## src/rtl/alu_pkg.sv

```systemverilog
// Shared ALU definitions: default widths, opcodes and opcode check.
// Used by the input loader, the ALU and their benches.
package alu_pkg;

  localparam int NBITS_DEF  = 8;
  localparam int COD_OP_DEF = 6;

  localparam logic [5:0] OP_ADD = 6'b100000;
  localparam logic [5:0] OP_SUB = 6'b100010;
  localparam logic [5:0] OP_AND = 6'b100100;
  localparam logic [5:0] OP_OR  = 6'b100101;
  localparam logic [5:0] OP_XOR = 6'b100110;
  localparam logic [5:0] OP_SRA = 6'b000011;
  localparam logic [5:0] OP_SRL = 6'b000010;
  localparam logic [5:0] OP_NOR = 6'b100111;

  function automatic logic is_valid_op(
    input logic [5:0] op
  );
    logic ok;
    ok = 1'b0;
    case (op)
      OP_ADD, OP_SUB, OP_AND, OP_OR,
      OP_XOR, OP_SRA, OP_SRL, OP_NOR:
        ok = 1'b1;
      default: ok = 1'b0;
    endcase
    return ok;
  endfunction

endpackage

```

## src/rtl/alu_input_loader_debouncer.sv

```systemverilog
// Button debouncer: 2-FF sync, stability counter, rising pulse.
// Ports: clk, reset, btn_i (raw), pulse_o (1 cycle per press).
module button_debouncer #(
  parameter int DEBOUNCE_CYCLES = 1000000
) (
  input  logic clk,
  input  logic reset,
  input  logic btn_i,
  output logic pulse_o
);

  localparam int CW = $clog2(DEBOUNCE_CYCLES) + 1;
  localparam logic [CW-1:0] CNT_MAX =
    CW'(DEBOUNCE_CYCLES - 1);

  logic          sync1_q;
  logic          sync2_q;
  logic          stable_q;
  logic          stable_d;
  logic          prev_q;
  logic          pulse_q;
  logic [CW-1:0] cnt_q;
  logic [CW-1:0] cnt_d;

  // Counter only runs while the synced level disagrees
  // with the accepted level, so it stops at CNT_MAX.
  always_comb begin
    stable_d = stable_q;
    cnt_d    = '0;
    if (sync2_q != stable_q) begin
      if (cnt_q == CNT_MAX) begin
        stable_d = sync2_q;
      end else begin
        cnt_d = cnt_q + 1'b1;
      end
    end
  end

  always_ff @(posedge clk or posedge reset) begin
    if (reset) begin
      sync1_q  <= 1'b0;
      sync2_q  <= 1'b0;
      stable_q <= 1'b0;
      prev_q   <= 1'b0;
      pulse_q  <= 1'b0;
      cnt_q    <= '0;
    end else begin
      sync1_q  <= btn_i;
      sync2_q  <= sync1_q;
      stable_q <= stable_d;
      cnt_q    <= cnt_d;
      prev_q   <= stable_q;
      pulse_q  <= stable_q & ~prev_q;
    end
  end

  assign pulse_o = pulse_q;

endmodule

```

## src/rtl/alu_input_loader.sv

```systemverilog
// ALU front end: debounced buttons latch switches into
// A, B and opcode; result is registered onto the LEDs.
// Ports: clk, reset, i_switches, i_btn_a/b/op, ALU_Result
// in; operando_A/B, cod_operacion, o_loaded, o_op_error,
// o_leds out.
module alu_input_loader
  import alu_pkg::*;
#(
  parameter int NBITS           = NBITS_DEF,
  parameter int COD_OP          = COD_OP_DEF,
  parameter int DEBOUNCE_CYCLES = 1000000
) (
  input  logic              clk,
  input  logic              reset,
  input  logic [NBITS-1:0]  i_switches,
  input  logic              i_btn_a,
  input  logic              i_btn_b,
  input  logic              i_btn_op,
  input  logic [NBITS-1:0]  ALU_Result,
  output logic [NBITS-1:0]  operando_A,
  output logic [NBITS-1:0]  operando_B,
  output logic [COD_OP-1:0] cod_operacion,
  output logic [2:0]        o_loaded,
  output logic              o_op_error,
  output logic [NBITS-1:0]  o_leds
);

  logic              pa;
  logic              pb;
  logic              pop;
  logic [COD_OP-1:0] sw_op;
  logic              op_ok;

  logic [NBITS-1:0]  a_q, a_d;
  logic [NBITS-1:0]  b_q, b_d;
  logic [COD_OP-1:0] op_q, op_d;
  logic [2:0]        ld_q, ld_d;
  logic              err_q, err_d;
  logic [NBITS-1:0]  leds_q, leds_d;
  logic              cap_q, cap_d;

  button_debouncer #(
    .DEBOUNCE_CYCLES(DEBOUNCE_CYCLES)
  ) u_db_a (
    .clk    (clk),
    .reset  (reset),
    .btn_i  (i_btn_a),
    .pulse_o(pa)
  );

  button_debouncer #(
    .DEBOUNCE_CYCLES(DEBOUNCE_CYCLES)
  ) u_db_b (
    .clk    (clk),
    .reset  (reset),
    .btn_i  (i_btn_b),
    .pulse_o(pb)
  );

  button_debouncer #(
    .DEBOUNCE_CYCLES(DEBOUNCE_CYCLES)
  ) u_db_op (
    .clk    (clk),
    .reset  (reset),
    .btn_i  (i_btn_op),
    .pulse_o(pop)
  );

  assign sw_op = i_switches[COD_OP-1:0];
  assign op_ok = is_valid_op(6'(sw_op));

  always_comb begin
    a_d    = a_q;
    b_d    = b_q;
    op_d   = op_q;
    ld_d   = ld_q;
    err_d  = err_q;
    leds_d = leds_q;
    cap_d  = 1'b0;
    if (pa) begin
      a_d     = i_switches;
      ld_d[0] = 1'b1;
    end
    if (pb) begin
      b_d     = i_switches;
      ld_d[1] = 1'b1;
    end
    if (pop) begin
      if (op_ok) begin
        op_d    = sw_op;
        ld_d[2] = 1'b1;
        err_d   = 1'b0;
      end else begin
        err_d = 1'b1;
      end
    end
    // Capture one cycle late so the ALU sees the
    // new operands before the result is sampled.
    cap_d = (pa | pb | (pop & op_ok)) &
            (ld_d == 3'b111);
    if (cap_q) begin
      leds_d = ALU_Result;
    end
  end

  always_ff @(posedge clk or posedge reset) begin
    if (reset) begin
      a_q    <= '0;
      b_q    <= '0;
      op_q   <= COD_OP'(OP_ADD);
      ld_q   <= 3'b000;
      err_q  <= 1'b0;
      leds_q <= '0;
      cap_q  <= 1'b0;
    end else begin
      a_q    <= a_d;
      b_q    <= b_d;
      op_q   <= op_d;
      ld_q   <= ld_d;
      err_q  <= err_d;
      leds_q <= leds_d;
      cap_q  <= cap_d;
    end
  end

  assign operando_A    = a_q;
  assign operando_B    = b_q;
  assign cod_operacion = op_q;
  assign o_loaded      = ld_q;
  assign o_op_error    = err_q;
  assign o_leds        = leds_q;

endmodule

```

## config.mk

```make
export PLATFORM = sky130hd
export DESIGN_NAME = alu_input_loader
export DESIGN_NICKNAME = d
export VERILOG_FILES = /design/src/rtl/alu_pkg.sv /design/src/rtl/alu_input_loader_debouncer.sv /design/src/rtl/alu_input_loader.sv
export SDC_FILE = /design/constraint.sdc
export NUM_CORES = 1
export LEC_CHECK = 0
export ABC_CLOCK_PERIOD_IN_PS = 4100
export CORE_ASPECT_RATIO = 0.9
export CORE_MARGIN = 2
export CORE_UTILIZATION = 30
export CTS_BUF_LIST = sky130_fd_sc_hd__clkbuf_16
export DETAILED_ROUTE_END_ITERATION = 6
export PLACE_DENSITY = 0.57
export RECOVER_POWER = 50
export SLEW_MARGIN = 40
export SYNTH_ARGS = -nofsm -noshare
export SYNTH_HDL_FRONTEND = slang
export SYNTH_SLANG_ARGS = --single-unit
```

## constraint.sdc

```tcl
create_clock -name clk -period 4.1 [get_ports clk]
set_input_delay 0.82 -clock clk [delete_from_list [all_inputs] [get_ports clk]]
set_output_delay 0.82 -clock clk [all_outputs]
set_load 0.05 [all_outputs]
```

Word-level counts from Yosys, hierarchy flattened
Index checks and enable logic that the tools add are counted.
{ "totals": {"ff_bits": 113} }
{ "classes": {"mux": 12, "add_sub_neg": 3, "eq_ne": 15, "n_reduce_logical": 5, "n_bitwise": 10} }
{ "op_table": {"columns": ["cell", "n"], "rows": [
  ["$mux W21", 6],
  ["$add A21 B1 Y21 const B", 3],
  ["$eq A21 B20 Y1 const B", 3],
  ["$eq A6 B6 Y1 const B", 6],
  ["$eq A6 B2 Y1 const B", 2],
  ["$reduce_and A2 Y1", 4],
  ["$reduce_or A8 Y1", 1],
  ["$mux W1", 6],
  ["$and A1 B1 Y1", 5],
  ["$eq A3 B3 Y1 const B", 1],
  ["$ne A1 B1 Y1", 3],
  ["$not A1 Y1", 3],
  ["$or A1 B1 Y1", 2]
]} }

Longest topological paths before layout
Gate-level depths: netlist of the first run.
{ "logic_depth": {"depth_word": 7, "mapped_depth": 6, "ltp_nobuf": 5} }

By module
From an unflattened synthesis of the first run, not the netlist that was laid out.
{ "hier_totals": {"cells_unflattened": 459, "hier_area_um2": 5091.1} }
{ "modules_own_cells": {"columns": ["module", "area_per_inst_um2", "instances", "seq_area_each_um2", "cells_per_inst"], "rows": [
  ["button_debouncer", 1231.2, 3, 650.6, 121],
  ["alu_input_loader", 1397.6, 1, 877.1, 96]
]} }

Worst setup path after synthesis of the first run
OpenSTA, ideal clock, no wires.
{ "synth_path": {"kind": "input to register", "start": "in i_switches[5]", "end": "reg op_q[0] (netlist: cod_operacion[0])", "cell_stages": 4, "t_arrival_ns": 1.669, "setup_time_ns": 0.125, "slack_ns": 2.306, "path_cell_list": "nand2_1 o211a_1 o21ai_1 mux2_2"} }
{ "synth_via": {"elab_chain_cells": 4, "elab_cells_between_ends": 11, "classes_between": "eq/ne (8); mux (1); reduce/logical (2)"} }
{ "synth_lines": {"columns": ["item", "line_no", "rtl"], "rows": [
  ["from (decl)", "alu_input_loader.sv:15", "input logic [NBITS-1:0] i_switches,"],
  ["$eq A6 B6 Y1 or $eq A6 B2 Y1 (tied branches)", "alu_pkg.sv:22", "case (op)"],
  ["$reduce_or A8 Y1 (*)", "alu_pkg.sv:22", null],
  ["$mux W1 (*)", "alu_pkg.sv:22", null],
  ["$reduce_and A2 Y1 (no source line) (*)", null, null],
  ["to (signal assigned)", "alu_input_loader.sv:110", "op_q <= COD_OP'(OP_ADD);"],
  ["to (signal assigned)", "alu_input_loader.sv:118", "op_q <= op_d;"],
  ["to (decl)", "alu_input_loader.sv:36", "logic [COD_OP-1:0] op_q, op_d;"]
]} }
Mark *: on every way between the ends. The rest lies on a longest branch, timed or not.
A chain may end at the register's enable or synchronous reset.

Worst setup path in the final report of the first run
{ "layout_path": {"start": "reg op_q[5] (netlist: cod_operacion[5])", "end": "out cod_operacion[5]"} }
{ "layout_lines": {"columns": ["item", "line_no", "rtl"], "rows": [
  ["to (decl)", "alu_input_loader.sv:22", "output logic [COD_OP-1:0] cod_operacion,"]
]} }
No word-level cell between the ends.

==> impl_results.html, run 1 <==
<table>
<tr><th>Metric</th><th>Value</th></tr>
<tr><th colspan="2">Power and ir drop</th></tr>
<tr><td>PwrDens</td><td>roughly 430 mW/mm2</td></tr>
<tr><td>IR Drop Worst-Case VDD</td><td>322 uV</td></tr>
<tr><td>Total power consumption of the routed design</td><td>2.73 mW</td></tr>
<tr><td>Leak</td><td>approximately 2.7 nW</td></tr>
<tr><th colspan="2">Floorplan</th></tr>
<tr><td>Die height</td><td>126 um</td></tr>
<tr><td>Rows</td><td>44</td></tr>
<tr><td>Die area</td><td>0.0175 mm2</td></tr>
<tr><td>Chip Width</td><td>roughly 140 um</td></tr>
<tr><td>Ports</td><td>55</td></tr>
<tr><td>Area of the core</td><td>0.0161 mm2</td></tr>
<tr><td>Initial Utilization</td><td>0.306</td></tr>
<tr><th colspan="2">Detailed routing</th></tr>
<tr><td>Routed length per instance</td><td>13.4 um</td></tr>
<tr><td>Remaining antenna violation count</td><td>0</td></tr>
<tr><td>DR DRC count</td><td>0</td></tr>
<tr><td>First-pass detailed-route iteration total</td><td>4</td></tr>
<tr><td>Detailed Route WL</td><td>9.69 mm</td></tr>
<tr><td>Detailed-route via count</td><td>3,471</td></tr>
<tr><td>Mean number of vias per cell</td><td>4.80</td></tr>
<tr><td>1st-iter DRT viols</td><td>194</td></tr>
<tr><th colspan="2">Finish</th></tr>
<tr><td>Sequential Area</td><td>0.00283 mm2</td></tr>
<tr><td>Layout Cells excl Fill</td><td>723</td></tr>
<tr><td>Antenna Cells</td><td>0</td></tr>
<tr><td>Area overhead of the layout relative to synthesis</td><td>27.8%</td></tr>
<tr><td>Total of fill cells in the finished design</td><td>1,538</td></tr>
<tr><td>Leading cell type in the layout, fill and taps excluded</td><td>dfrtp_1</td></tr>
<tr><td>Ratio of cells with drive above 1 in the final layout</td><td>0.134</td></tr>
<tr><td>Multi-input combinational cell area</td><td>0.00201 mm2</td></tr>
<tr><td>Most used cells in the layout excluding fill and tap cells</td><td>dfrtp_1 (112), nor2_1 (49), clkdlybuf4s50_1 (34)</td></tr>
<tr><td>Net total in the final layout</td><td>528</td></tr>
<tr><th colspan="2">Worst setup path</th></tr>
<tr><td>Startpoint of the worst register-to-register path</td><td>u_db_a.cnt_q[13]</td></tr>
<tr><td>Critical path's top delay family</td><td>buffers and inverters</td></tr>
<tr><td>Type of the setup path with the least slack</td><td>register to output pin</td></tr>
<tr><td>Data arrival time at the worst-slack endpoint</td><td>roughly 1.7 ns</td></tr>
<tr><td>Largest fanout on the critical path</td><td>2</td></tr>
<tr><td>Startpoint Class</td><td>register</td></tr>
<tr><td>Ordered cell list for the critical path</td><td>clkdlybuf4s50_1</td></tr>
<tr><td>Maximum cell stage delay along the critical path</td><td>0.81 ns</td></tr>
<tr><td>Critical-path top delay cell</td><td>clkdlybuf4s50_1</td></tr>
<tr><td>Reg2reg end</td><td>u_db_a.cnt_q[2]</td></tr>
<tr><td>Register-to-register setup slack</td><td>between 1.5 and 2 ns</td></tr>
<tr><td>Worst Path Buf+Inv</td><td>1</td></tr>
<tr><td>Kind of end point of the critical path</td><td>output pin</td></tr>
<tr><td>Cell depth of the worst flop-to-flop path</td><td>4</td></tr>
<tr><td>Critical Path RT</td><td>3.28 ns</td></tr>
<tr><td>Startpoint of the worst setup timing path</td><td>cod_operacion[5]</td></tr>
<tr><th colspan="2">Clocking</th></tr>
<tr><td>Clock tree from TritonCTS</td><td>built</td></tr>
<tr><td>Max clock buf depth</td><td>2</td></tr>
<tr><td>TritonCTS Buffers</td><td>17</td></tr>
<tr><td>Buffers inserted during post-CTS setup optimization</td><td>0</td></tr>
<tr><td>Clk Tree Root Cell</td><td>clkbuf_16</td></tr>
<tr><td>Worst-Skew Late Latency</td><td>0.40 ns</td></tr>
<tr><td>Count of clock tree sinks</td><td>113</td></tr>
<tr><td>PostCTS Resize Cnt</td><td>0</td></tr>
<tr><td>Reg clk slew, reported paths</td><td>0.05 ns</td></tr>
<tr><td>CTS Hold Buffers Added</td><td>0</td></tr>
<tr><td>Number of H-tree levels</td><td>4</td></tr>
<tr><th colspan="2">STA</th></tr>
<tr><td>Period Utilization, post-route</td><td>0.625</td></tr>
<tr><td>RSZ-0062 raised after global routing</td><td>false</td></tr>
<tr><td>Worst rel slew slack</td><td>0.423</td></tr>
<tr><td>Slew at the pin closest to its max-slew limit</td><td>0.865 ns</td></tr>
<tr><td>Final setup violation count</td><td>0</td></tr>
<tr><td>Max Freq</td><td>0.390 GHz</td></tr>
<tr><td>Final-report hold violation count</td><td>0</td></tr>
<tr><td>Fin Setup TNS</td><td>0 ns</td></tr>
<tr><td>Final min period</td><td>2.56 ns</td></tr>
<tr><td>Pins Over Slew Limit</td><td>0</td></tr>
<tr><td>Post-Route Skew</td><td>0.0102 ns</td></tr>
<tr><th colspan="2">Flow run</th></tr>
<tr><td>Number of violations of the max-capacitance limit</td><td>0</td></tr>
<tr><th colspan="2">Placed design</th></tr>
<tr><td>Number of port buffers</td><td>54</td></tr>
<tr><td>Hpwl dp</td><td>between 6 and 7 mm</td></tr>
<tr><td>Number of placed instances with taps included</td><td>692</td></tr>
<tr><td>Weighted congestion at the end of routability-driven global placement</td><td>0.778</td></tr>
<tr><th colspan="2">Logic synthesis</th></tr>
<tr><td>Cell accounting for the most synthesized area</td><td>dfrtp_1</td></tr>
<tr><td>Top post-synthesis cells by area</td><td>dfrtp_1 (57%), mux2_2 (6.6%), xor2_1 (4.1%)</td></tr>
<tr><td>Share of the synthesized area in the top cell type</td><td>0.569</td></tr>
<tr><td>Sequential fraction of the synthesis area</td><td>0.574</td></tr>
<tr><td>Number of flops mapped to enable cells by yosys</td><td>0</td></tr>
<tr><td>Fraction of registers with async set or reset after synthesis</td><td>1.00</td></tr>
<tr><td>Gate count of the mapped netlist</td><td>441</td></tr>
<tr><td>Synthesized area per cell</td><td>11.2 um2</td></tr>
<tr><td>Number of distinct library cells after synthesis</td><td>43</td></tr>
<tr><td>Netlist area before placement</td><td>~0.005 mm2</td></tr>
<tr><td>#FFs+latches synth</td><td>roughly 110</td></tr>
<tr><td>Net count after synthesis</td><td>roughly 470</td></tr>
<tr><td>Yosys Warn Count</td><td>0</td></tr>
<tr><td>Dominant synthesized flop cell</td><td>dfrtp_1</td></tr>
<tr><th colspan="2">Worst hold path</th></tr>
<tr><td>Startpoint of the most critical hold path</td><td>u_db_op.sync1_q</td></tr>
<tr><td>Worst hold endpoint</td><td>u_db_op.sync2_q</td></tr>
<tr><td>Worst hold path cell count</td><td>0</td></tr>
<tr><td>Min-delay worst type</td><td>register to register</td></tr>
<tr><th colspan="2">Global route</th></tr>
<tr><td>First-pass GRT wire length</td><td>roughly 17 mm</td></tr>
<tr><td>Initial antenna violation count</td><td>0</td></tr>
<tr><td>Largest net degree at the start of global routing</td><td>slightly above 60</td></tr>
<tr><td>Number of global-route vias before repair</td><td>between 3,000 and 4,000</td></tr>
<tr><td>Global routing usage summed across all routing layers</td><td>0.117</td></tr>
<tr><td>Grt total ovfl</td><td>0</td></tr>
<tr><th colspan="2">Status</th></tr>
<tr><td>Result of the run</td><td>complete, no violations</td></tr>
</table>
[flip-flops by register name (all words and copies together), names as in the netlist, 3 cells and up]
signal / count
o_loaded: 3
cod_operacion: 6
operando_B: 8
u_db_b.cnt_q: 21
o_leds: 8
u_db_op.cnt_q: 21
u_db_a.cnt_q: 21
operando_A: 8
[worst register-to-register path, cell delays in order, from the launching register on]
cell and delay (ns):
dfrtp_1 0.44, or4_1 0.55, nor4_1 0.32, a41o_1 0.69
nor2_1 0.13
[layer usage]
layer | vias to the layer above | share of wire | GRT usage
li1 | 1703 | - | -
met1 | 1697 | 0.50 | 0.162
met2 | 58 | 0.46 | 0.181
met3 | 13 | 0.030 | 0.0283
met4 | 0 | 0.015 | 0.0434
met5 | - | 0 | 0
[how the worst max path moves through the flow]
stage | end | slack (ns) | depth (start not counted)
after floorplan | cap_q | 0.29 | 1
after global placement | cod_operacion[2] | 1.61 | 5
after detailed placement | cod_operacion[2] | 1.55 | 5
after CTS | cod_operacion[5] | 1.53 | 1
after global routing | cod_operacion[5] | 1.51 | 1
final | cod_operacion[5] | 1.54 | 1
[logic make-up after synthesis]
group | Yosys count | synth area share
DFF | 113 | 0.574
and+or+nand+nor | 182 | 0.200
muxes | 29 | 0.0663
xor gates and xnor gates | 40 | 0.0711
buffers and inverters | 24 | 0.0198
AOI/OAI and AO/OA | 50 | 0.0612
adders and majority gates | 3 | 0.00762
[report_power, final]
group	total [mW]	switching [mW]	internal (mW)
sequential	1.14	0.0123	1.13
clock	1.49	0.488	0.998
combinational	0.0984	0.0640	0.0344
total	2.73	0.564	2.16
[cells in the mapped netlist, types with 4 or more instances]
library cell / count
dfrtp_1: 112
and2_1: 4
nor3_1: 4
o21ai_0: 13
or3_1: 12
nand2_1: 22
nand4_1: 24
xnor2_1: 17
mux2_2: 29
or4_1: 8
and3_1: 8
buf_2: 6
clkbuf_1: 8
nor2b_1: 4
xor2_1: 23
nor4_1: 10
a21oi_1: 20
nor2_1: 49
o31ai_1: 8
inv_1: 10
nand3_1: 21
[through the flow]
| step | area [um2] | hold WS (ns) | util | setup slack [ns] |
|---|---|---|---|---|
| floorplan | 4930 | 0.331 | - | 0.294 |
| global placement | 5710 | 0.342 | 0.354 | 1.61 |
| detailed placement | 5710 | 0.336 | 0.354 | 1.55 |
| CTS | 6300 | 0.348 | 0.391 | 1.53 |
| global route | 6300 | 0.365 | 0.390 | 1.51 |
| finish | 6300 | 0.346 | 0.390 | 1.54 |
[area by class of cell]
| class | instances | area share |
|---|---|---|
| flip-flops and latches | 113 | 0.449 |
| multi-input cells | 304 | 0.319 |
| repair buffers | 58 | 0.0894 |
| clock buffers | 17 | 0.0676 |
| well taps | 207 | 0.0411 |
| clock inverters | 14 | 0.0272 |
| inverters | 10 | 0.00676 |
No activity file was read; power rests on OpenSTA's default activity.
==> run 2, diff against run 1 <==
Settings changed: ABC_CLOCK_PERIOD_IN_PS 4100 to 2200, PLACE_DENSITY 0.57 to 0.59.
Clock period 4.1 ns to 2.2 ns, I/O delays scaled along.
==> run 2 against run 1 <==
  * Clock-buffer cell count did not move
  * Combinational power rose by 100%
  * Sequential share of layout area decreased by 0.22 points
  * Highest routed layer unchanged
==> impl_results.html, run 2 (same netlist as run 1, synthesis figures left out) <==
<table>
<tr><th>Metric</th><th>Value</th></tr>
<tr><th colspan="2">Finish</th></tr>
<tr><td>Final core area utilization</td><td>0.392</td></tr>
<tr><td>Area overhead of the layout relative to synthesis</td><td>28.4%</td></tr>
<tr><td>Registers with the most flip-flops</td><td>u_db_a.cnt_q x21, u_db_b.cnt_q x21, u_db_op.cnt_q x21</td></tr>
<tr><td>Area of all placed cells without fillers</td><td>approximately 0.0063 mm2</td></tr>
<tr><td>Net total in the final layout</td><td>533</td></tr>
<tr><td>Multi-input combinational cell area</td><td>0.00201 mm2</td></tr>
<tr><td>Leading cell type in the layout, fill and taps excluded</td><td>dfrtp_1</td></tr>
<tr><td>Most used cells in the layout excluding fill and tap cells</td><td>dfrtp_1 (112), nor2_1 (49), clkdlybuf4s50_1 (49)</td></tr>
<tr><td>Antenna Cells</td><td>0</td></tr>
<tr><td>Ratio of cells with drive above 1 in the final layout</td><td>0.146</td></tr>
<tr><td>Total of fill cells in the finished design</td><td>1,521</td></tr>
<tr><td>Sequential Area</td><td>approximately 0.0028 mm2</td></tr>
<tr><th colspan="2">Power and ir drop</th></tr>
<tr><td>PwrDens</td><td>a little under 800 mW/mm2</td></tr>
<tr><td>Leak</td><td>2.70 nW</td></tr>
<tr><td>IR Drop Worst-Case VDD</td><td>612 uV</td></tr>
<tr><td>Total power consumption of the routed design</td><td>5.00 mW</td></tr>
<tr><th colspan="2">Clocking</th></tr>
<tr><td>TritonCTS Buffers</td><td>17</td></tr>
<tr><td>Reg clk slew, reported paths</td><td>0.05 ns</td></tr>
<tr><td>Clock tree from TritonCTS</td><td>built</td></tr>
<tr><td>Clk Tree Root Cell</td><td>clkbuf_16</td></tr>
<tr><td>Number of H-tree levels</td><td>4</td></tr>
<tr><td>Worst-Skew Late Latency</td><td>approximately 0.4 ns</td></tr>
<tr><td>CTS Hold Buffers Added</td><td>0</td></tr>
<tr><td>Max clock buf depth</td><td>2</td></tr>
<tr><td>Count of clock tree sinks</td><td>113</td></tr>
<tr><th colspan="2">STA</th></tr>
<tr><td>Period Utilization, post-route</td><td>0.924</td></tr>
<tr><td>Final setup violation count</td><td>0</td></tr>
<tr><td>Smallest hold slack</td><td>0.349 ns</td></tr>
<tr><td>Fin Setup TNS</td><td>0 ns</td></tr>
<tr><td>RSZ-0062 raised after global routing</td><td>false</td></tr>
<tr><td>Slew at the pin closest to its max-slew limit</td><td>1.02 ns</td></tr>
<tr><td>Post-Route Skew</td><td>around 0.010 ns</td></tr>
<tr><td>Final min period</td><td>roughly 2.0 ns</td></tr>
<tr><td>Pins Over Slew Limit</td><td>0</td></tr>
<tr><td>Final-report hold violation count</td><td>0</td></tr>
<tr><td>Worst rel slew slack</td><td>0.318</td></tr>
<tr><td>Max Freq</td><td>slightly below 0.5 GHz</td></tr>
<tr><th colspan="2">Detailed routing</th></tr>
<tr><td>DR DRC count</td><td>0</td></tr>
<tr><td>Detailed Route WL</td><td>10.1 mm</td></tr>
<tr><td>1st-iter DRT viols</td><td>224</td></tr>
<tr><td>Mean number of vias per cell</td><td>4.88</td></tr>
<tr><td>Remaining antenna violation count</td><td>0</td></tr>
<tr><td>Routed length per instance</td><td>13.8 um</td></tr>
<tr><td>First-pass detailed-route iteration total</td><td>4</td></tr>
<tr><td>Detailed-route via count</td><td>3,554</td></tr>
<tr><th colspan="2">Flow run</th></tr>
<tr><td>Number of violations of the max-capacitance limit</td><td>0</td></tr>
<tr><th colspan="2">Worst hold path</th></tr>
<tr><td>Min-delay worst type</td><td>register to register</td></tr>
<tr><td>Worst hold path cell count</td><td>0</td></tr>
<tr><th colspan="2">Worst setup path</th></tr>
<tr><td>Cell depth of the worst flop-to-flop path</td><td>5</td></tr>
<tr><td>Maximum cell stage delay along the critical path</td><td>0.82 ns</td></tr>
<tr><td>Ordered cell list for the critical path</td><td>clkdlybuf4s50_1</td></tr>
<tr><td>Critical Path RT</td><td>between 1.5 and 2 ns</td></tr>
<tr><td>Kind of end point of the critical path</td><td>output pin</td></tr>
<tr><td>Largest fanout on the critical path</td><td>2</td></tr>
<tr><td>Critical path's top delay family</td><td>buffers and inverters</td></tr>
<tr><td>Worst Path Buf+Inv</td><td>1</td></tr>
<tr><td>Critical-path top delay cell</td><td>clkdlybuf4s50_1</td></tr>
<tr><td>Number of logic stages on the critical path including buffering</td><td>1</td></tr>
<tr><td>Data arrival time at the worst-slack endpoint</td><td>1.59 ns</td></tr>
<tr><td>Type of the setup path with the least slack</td><td>register to output pin</td></tr>
<tr><td>Startpoint Class</td><td>register</td></tr>
<tr><th colspan="2">Floorplan</th></tr>
<tr><td>Initial Utilization</td><td>0.306</td></tr>
<tr><td>Chip Width</td><td>139 um</td></tr>
<tr><td>Rows</td><td>44</td></tr>
<tr><td>Area of the core</td><td>0.0161 mm2</td></tr>
<tr><td>Ports</td><td>55</td></tr>
<tr><td>Die area</td><td>0.0175 mm2</td></tr>
<tr><td>Die height</td><td>126 um</td></tr>
<tr><th colspan="2">Placed design</th></tr>
<tr><td>Weighted congestion at the end of routability-driven global placement</td><td>0.812</td></tr>
<tr><td>Hpwl dp</td><td>~7.0 mm</td></tr>
<tr><td>Number of port buffers</td><td>54</td></tr>
<tr><td>Post-detailed-placement cell area</td><td>around 0.0058 mm2</td></tr>
<tr><th colspan="2">Status</th></tr>
<tr><td>Result of the run</td><td>complete, no violations</td></tr>
<tr><th colspan="2">Global route</th></tr>
<tr><td>First-pass GRT wire length</td><td>17.7 mm</td></tr>
<tr><td>Grt total ovfl</td><td>0</td></tr>
<tr><td>Global routing usage summed across all routing layers</td><td>0.124</td></tr>
<tr><td>Initial antenna violation count</td><td>0</td></tr>
<tr><td>Number of global-route vias before repair</td><td>3,702</td></tr>
<tr><td>Largest net degree at the start of global routing</td><td>41</td></tr>
</table>
==> run 2: final timing paths <==
check                                      start                end  slack (ns)
worst max-delay path            cod_operacion[2]   cod_operacion[2]        0.17
worst min-delay path             u_db_op.sync1_q    u_db_op.sync2_q        0.35
worst max register to register  u_db_a.cnt_q[13]   u_db_a.cnt_q[20]        0.31
worst min register to register   u_db_op.sync1_q    u_db_op.sync2_q        0.35
max in group asynchronous                  reset   cod_operacion[5]        0.43
min in group asynchronous                  reset  u_db_op.cnt_q[10]        0.67
==> run 2: final cells by class <==
class | instances | area share
flip-flops and latches | 113 | 0.447
multi-input cells | 304 | 0.317
well taps | 207 | 0.0409
clock inverters | 15 | 0.0241
clock buffers | 17 | 0.0672
inverters | 10 | 0.00613
repair buffers | 63 | 0.0975
==> run 2: metal layers <==
metal / share of wire / routed length [um] / vias up / GRT usage
li1: - / - / 1720 / -
met1: 0.48 / 4870 / 1760 / 0.163
met2: 0.47 / 4710 / 60 / 0.192
met3: 0.033 / 337 / 14 / 0.0299
met4: 0.017 / 171 / 0 / 0.0594
met5: 0 / 0 / - / 0
==> run 2: what timing repair did <==
item                       4_1_cts  5_1_grt
setup buffers                    0        0
setup endpoints to repair        1        0
resized for setup                1        0
==> run 2: metrics by stage <==
| step | setup WS (ns) | cells |
|---|---|---|
| finish | 0.168 | 729 |
| detailed placement | 0.123 | 697 |
| global route | 0.123 | 729 |
| CTS | 0.132 | 729 |
| global placement | 0.182 | 697 |
| floorplan | 0.389 | 441 |
==> run 2: power breakdown <==
part	internal, mW	leakage [nW]	switching (mW)	total (mW)
combinational	0.0770	0.874	0.121	0.198
sequential	2.11	1.54	0.0227	2.13
clock	1.75	0.287	0.922	2.67
==> run 3, diff against run 2 <==
Settings changed: CORE_MARGIN 2 to 3.
==> run 3 against run 2 <==
  * Worst hold slack got worse by 0.00054 ns
  * Clock skew down 0.0029 ns
  * Power barely moved
  * Utilization is 0.86 points higher
  * Critical path type unchanged
  * Worst setup slack lost 0.021 ns
  * Flip-flop and latch count is the same
  * First-iteration DRC count fell by 40%
  * Maximum frequency shrank 1.0%
  * Highest routed layer unchanged
  * Clock power about the same
  * Sequential power about the same
  * Clock-buffer cell count unchanged
  * Cell count is 0.55% lower
==> impl_results.html, run 3 (same netlist as run 1, synthesis figures left out) <==
<table>
<tr><th>Metric</th><th>Value</th></tr>
<tr><th colspan="2">Status</th></tr>
<tr><td>Result of the run</td><td>complete, no violations</td></tr>
<tr><th colspan="2">Power and ir drop</th></tr>
<tr><td>Switching portion of total power</td><td>0.214</td></tr>
<tr><td>Internal cell power</td><td>3.93 mW</td></tr>
<tr><td>PwrDens</td><td>791 mW/mm2</td></tr>
<tr><td>Part of the power in the clock network</td><td>0.534</td></tr>
<tr><td>Total net switching power</td><td>1.07 mW</td></tr>
<tr><td>Sequential group share of total power</td><td>0.426</td></tr>
<tr><td>Leak</td><td>around 2.7 nW</td></tr>
<tr><td>Total power consumption of the routed design</td><td>5.00 mW</td></tr>
<tr><td>IR Drop Worst-Case VDD</td><td>around 580 uV</td></tr>
<tr><td>Part of the power in combinational logic</td><td>0.039</td></tr>
<tr><th colspan="2">Clocking</th></tr>
<tr><td>Clk Tree Root Cell</td><td>clkbuf_16</td></tr>
<tr><td>Worst-Skew Late Latency</td><td>0.41 ns</td></tr>
<tr><td>Count of clock tree sinks</td><td>113</td></tr>
<tr><td>Reg clk slew, reported paths</td><td>approximately 0.050 ns</td></tr>
<tr><td>Clock tree from TritonCTS</td><td>built</td></tr>
<tr><td>Number of H-tree levels</td><td>4</td></tr>
<tr><td>Max clock buf depth</td><td>2</td></tr>
<tr><td>TritonCTS Buffers</td><td>17</td></tr>
<tr><td>CTS Hold Buffers Added</td><td>0</td></tr>
<tr><th colspan="2">STA</th></tr>
<tr><td>Smallest hold slack</td><td>0.349 ns</td></tr>
<tr><td>RSZ-0062 raised after global routing</td><td>false</td></tr>
<tr><td>Final setup violation count</td><td>0</td></tr>
<tr><td>Slew at the pin closest to its max-slew limit</td><td>0.827 ns</td></tr>
<tr><td>Post-route worst setup slack</td><td>0.147 ns</td></tr>
<tr><td>Post-Route Skew</td><td>0.00740 ns</td></tr>
<tr><td>Final-report hold violation count</td><td>0</td></tr>
<tr><td>Pins Over Slew Limit</td><td>0</td></tr>
<tr><td>Period Utilization, post-route</td><td>0.933</td></tr>
<tr><td>Max Freq</td><td>roughly 0.49 GHz</td></tr>
<tr><td>Fin Setup TNS</td><td>0 ns</td></tr>
<tr><td>Final min period</td><td>2.05 ns</td></tr>
<tr><td>Worst rel slew slack</td><td>0.446</td></tr>
<tr><th colspan="2">Floorplan</th></tr>
<tr><td>Chip Width</td><td>about 140 um</td></tr>
<tr><td>Area of the core</td><td>around 0.016 mm2</td></tr>
<tr><td>Rows</td><td>43</td></tr>
<tr><td>Ports</td><td>55</td></tr>
<tr><td>Initial Utilization</td><td>0.313</td></tr>
<tr><td>Die height</td><td>128 um</td></tr>
<tr><td>Die area</td><td>0.0180 mm2</td></tr>
<tr><th colspan="2">Placed design</th></tr>
<tr><td>Weighted congestion at the end of routability-driven global placement</td><td>approximately 0.78</td></tr>
<tr><td>Hpwl dp</td><td>7.07 mm</td></tr>
<tr><td>Number of port buffers</td><td>54</td></tr>
<tr><td>Post-detailed-placement cell area</td><td>0.00578 mm2</td></tr>
<tr><td>Dpl ws</td><td>0.206 ns</td></tr>
<tr><th colspan="2">Detailed routing</th></tr>
<tr><td>Routed length per instance</td><td>14.2 um</td></tr>
<tr><td>Remaining antenna violation count</td><td>0</td></tr>
<tr><td>DR DRC count</td><td>0</td></tr>
<tr><td>First-pass detailed-route iteration total</td><td>4</td></tr>
<tr><td>1st-iter DRT viols</td><td>approximately 140</td></tr>
<tr><td>Mean number of vias per cell</td><td>around 5</td></tr>
<tr><td>Detailed Route WL</td><td>10.3 mm</td></tr>
<tr><td>Detailed-route via count</td><td>3,608</td></tr>
<tr><th colspan="2">Finish</th></tr>
<tr><td>Sequential Area</td><td>0.00283 mm2</td></tr>
<tr><td>Net total in the final layout</td><td>535</td></tr>
<tr><td>Antenna Cells</td><td>0</td></tr>
<tr><td>Multi-input combinational cell area</td><td>0.00201 mm2</td></tr>
<tr><td>Area of all placed cells without fillers</td><td>around 0.0063 mm2</td></tr>
<tr><td>Registers with the most flip-flops</td><td>u_db_a.cnt_q x21, u_db_b.cnt_q x21, u_db_op.cnt_q x21</td></tr>
<tr><td>Total of fill cells in the finished design</td><td>1,523</td></tr>
<tr><td>Leading cell type in the layout, fill and taps excluded</td><td>dfrtp_1</td></tr>
<tr><td>Area overhead of the layout relative to synthesis</td><td>28.2%</td></tr>
<tr><td>Most used cells in the layout excluding fill and tap cells</td><td>dfrtp_1 (112), nor2_1 (49), clkdlybuf4s50_1 (49)</td></tr>
<tr><td>Ratio of cells with drive above 1 in the final layout</td><td>0.151</td></tr>
<tr><th colspan="2">Flow run</th></tr>
<tr><td>Number of violations of the max-capacitance limit</td><td>0</td></tr>
<tr><th colspan="2">Global route</th></tr>
<tr><td>Initial antenna violation count</td><td>0</td></tr>
<tr><td>Global routing usage summed across all routing layers</td><td>0.123</td></tr>
<tr><td>Largest net degree at the start of global routing</td><td>43</td></tr>
<tr><td>Grt total ovfl</td><td>0</td></tr>
<tr><td>Number of global-route vias before repair</td><td>3,724</td></tr>
<tr><td>First-pass GRT wire length</td><td>between 15 and 20 mm</td></tr>
<tr><th colspan="2">Worst setup path</th></tr>
<tr><td>Critical path's top delay family</td><td>buffers and inverters</td></tr>
<tr><td>Critical Path RT</td><td>between 1.5 and 2 ns</td></tr>
<tr><td>Startpoint Class</td><td>register</td></tr>
<tr><td>Type of the setup path with the least slack</td><td>register to output pin</td></tr>
<tr><td>Ordered cell list for the critical path</td><td>clkdlybuf4s50_1</td></tr>
<tr><td>Register-to-register setup slack</td><td>0.26 ns</td></tr>
<tr><td>Maximum cell stage delay along the critical path</td><td>a little over 0.8 ns</td></tr>
<tr><td>Data arrival time at the worst-slack endpoint</td><td>1.61 ns</td></tr>
<tr><td>Number of logic stages on the critical path including buffering</td><td>1</td></tr>
<tr><td>Worst Path Buf+Inv</td><td>1</td></tr>
<tr><td>Kind of end point of the critical path</td><td>output pin</td></tr>
<tr><td>Critical-path top delay cell</td><td>clkdlybuf4s50_1</td></tr>
<tr><td>Largest fanout on the critical path</td><td>3</td></tr>
<tr><td>Cell depth of the worst flop-to-flop path</td><td>5</td></tr>
<tr><th colspan="2">Worst hold path</th></tr>
<tr><td>Worst hold path cell count</td><td>0</td></tr>
<tr><td>Min-delay worst type</td><td>register to register</td></tr>
</table>
==> run 3: cell types whose count changed in the layout (fill, tap and decap cells not counted) <==
cell      change
buf_2         +1
buf_12        -1
buf_4         +2
clkinv_2      +1
clkinv_1      -2
==> run 3: cell type report <==
type | count | share of cell area
clock buffers | 17 | 0.0673
clock inverters | 14 | 0.0238
inverters | 10 | 0.00614
multi-input cells | 304 | 0.318
flip-flops and latches | 113 | 0.448
well taps | 202 | 0.0400
repair buffers | 65 | 0.0976
==> run 3: power by group through the flow <==
stage	registers, mW	logic [mW]	clock network, mW
after global placement	2.17	0.205	0
after detailed placement	2.17	0.211	0
after CTS	2.13	0.213	2.74
after global routing	2.13	0.221	2.83
final	2.13	0.197	2.67
after floorplan	2.19	0.0851	0
==> run 3: metal layers <==
metal	part of all wire	wire length, um	global-route usage	vias up
met3	0.036	373	0.0311	12
met1	0.47	4800	0.162	1815
li1	-	-	-	1719
met4	0.013	137	0.0547	0
met2	0.48	4980	0.191	62
met5	0	0	0	-
==> run 3: worst paths after layout <==
kind / startpoint / end
min: u_db_b.sync1_q / u_db_b.sync2_q
max in group asynchronous: reset / u_db_op.sync2_q
max reg2reg: u_db_a.cnt_q[10] / u_db_a.cnt_q[18]
max: o_loaded[2] / o_loaded[2]
min reg2reg: u_db_b.sync1_q / u_db_b.sync2_q
min in group asynchronous: reset / cod_operacion[4]
==> run 3: per-stage QoR <==
stage | utilization | instances
2_1_floorplan | - | 441
3_3_place_gp | 0.367 | 694
3_5_place_dp | 0.367 | 694
4_1_cts | 0.403 | 725
5_1_grt | 0.401 | 725
6_report | 0.401 | 725
==> run 3: repair_timing <==
item / in CTS / in global routing
setup endpoints to repair: 1 / 0
resized for setup: 1 / 0
buffers inserted: 0 / 0
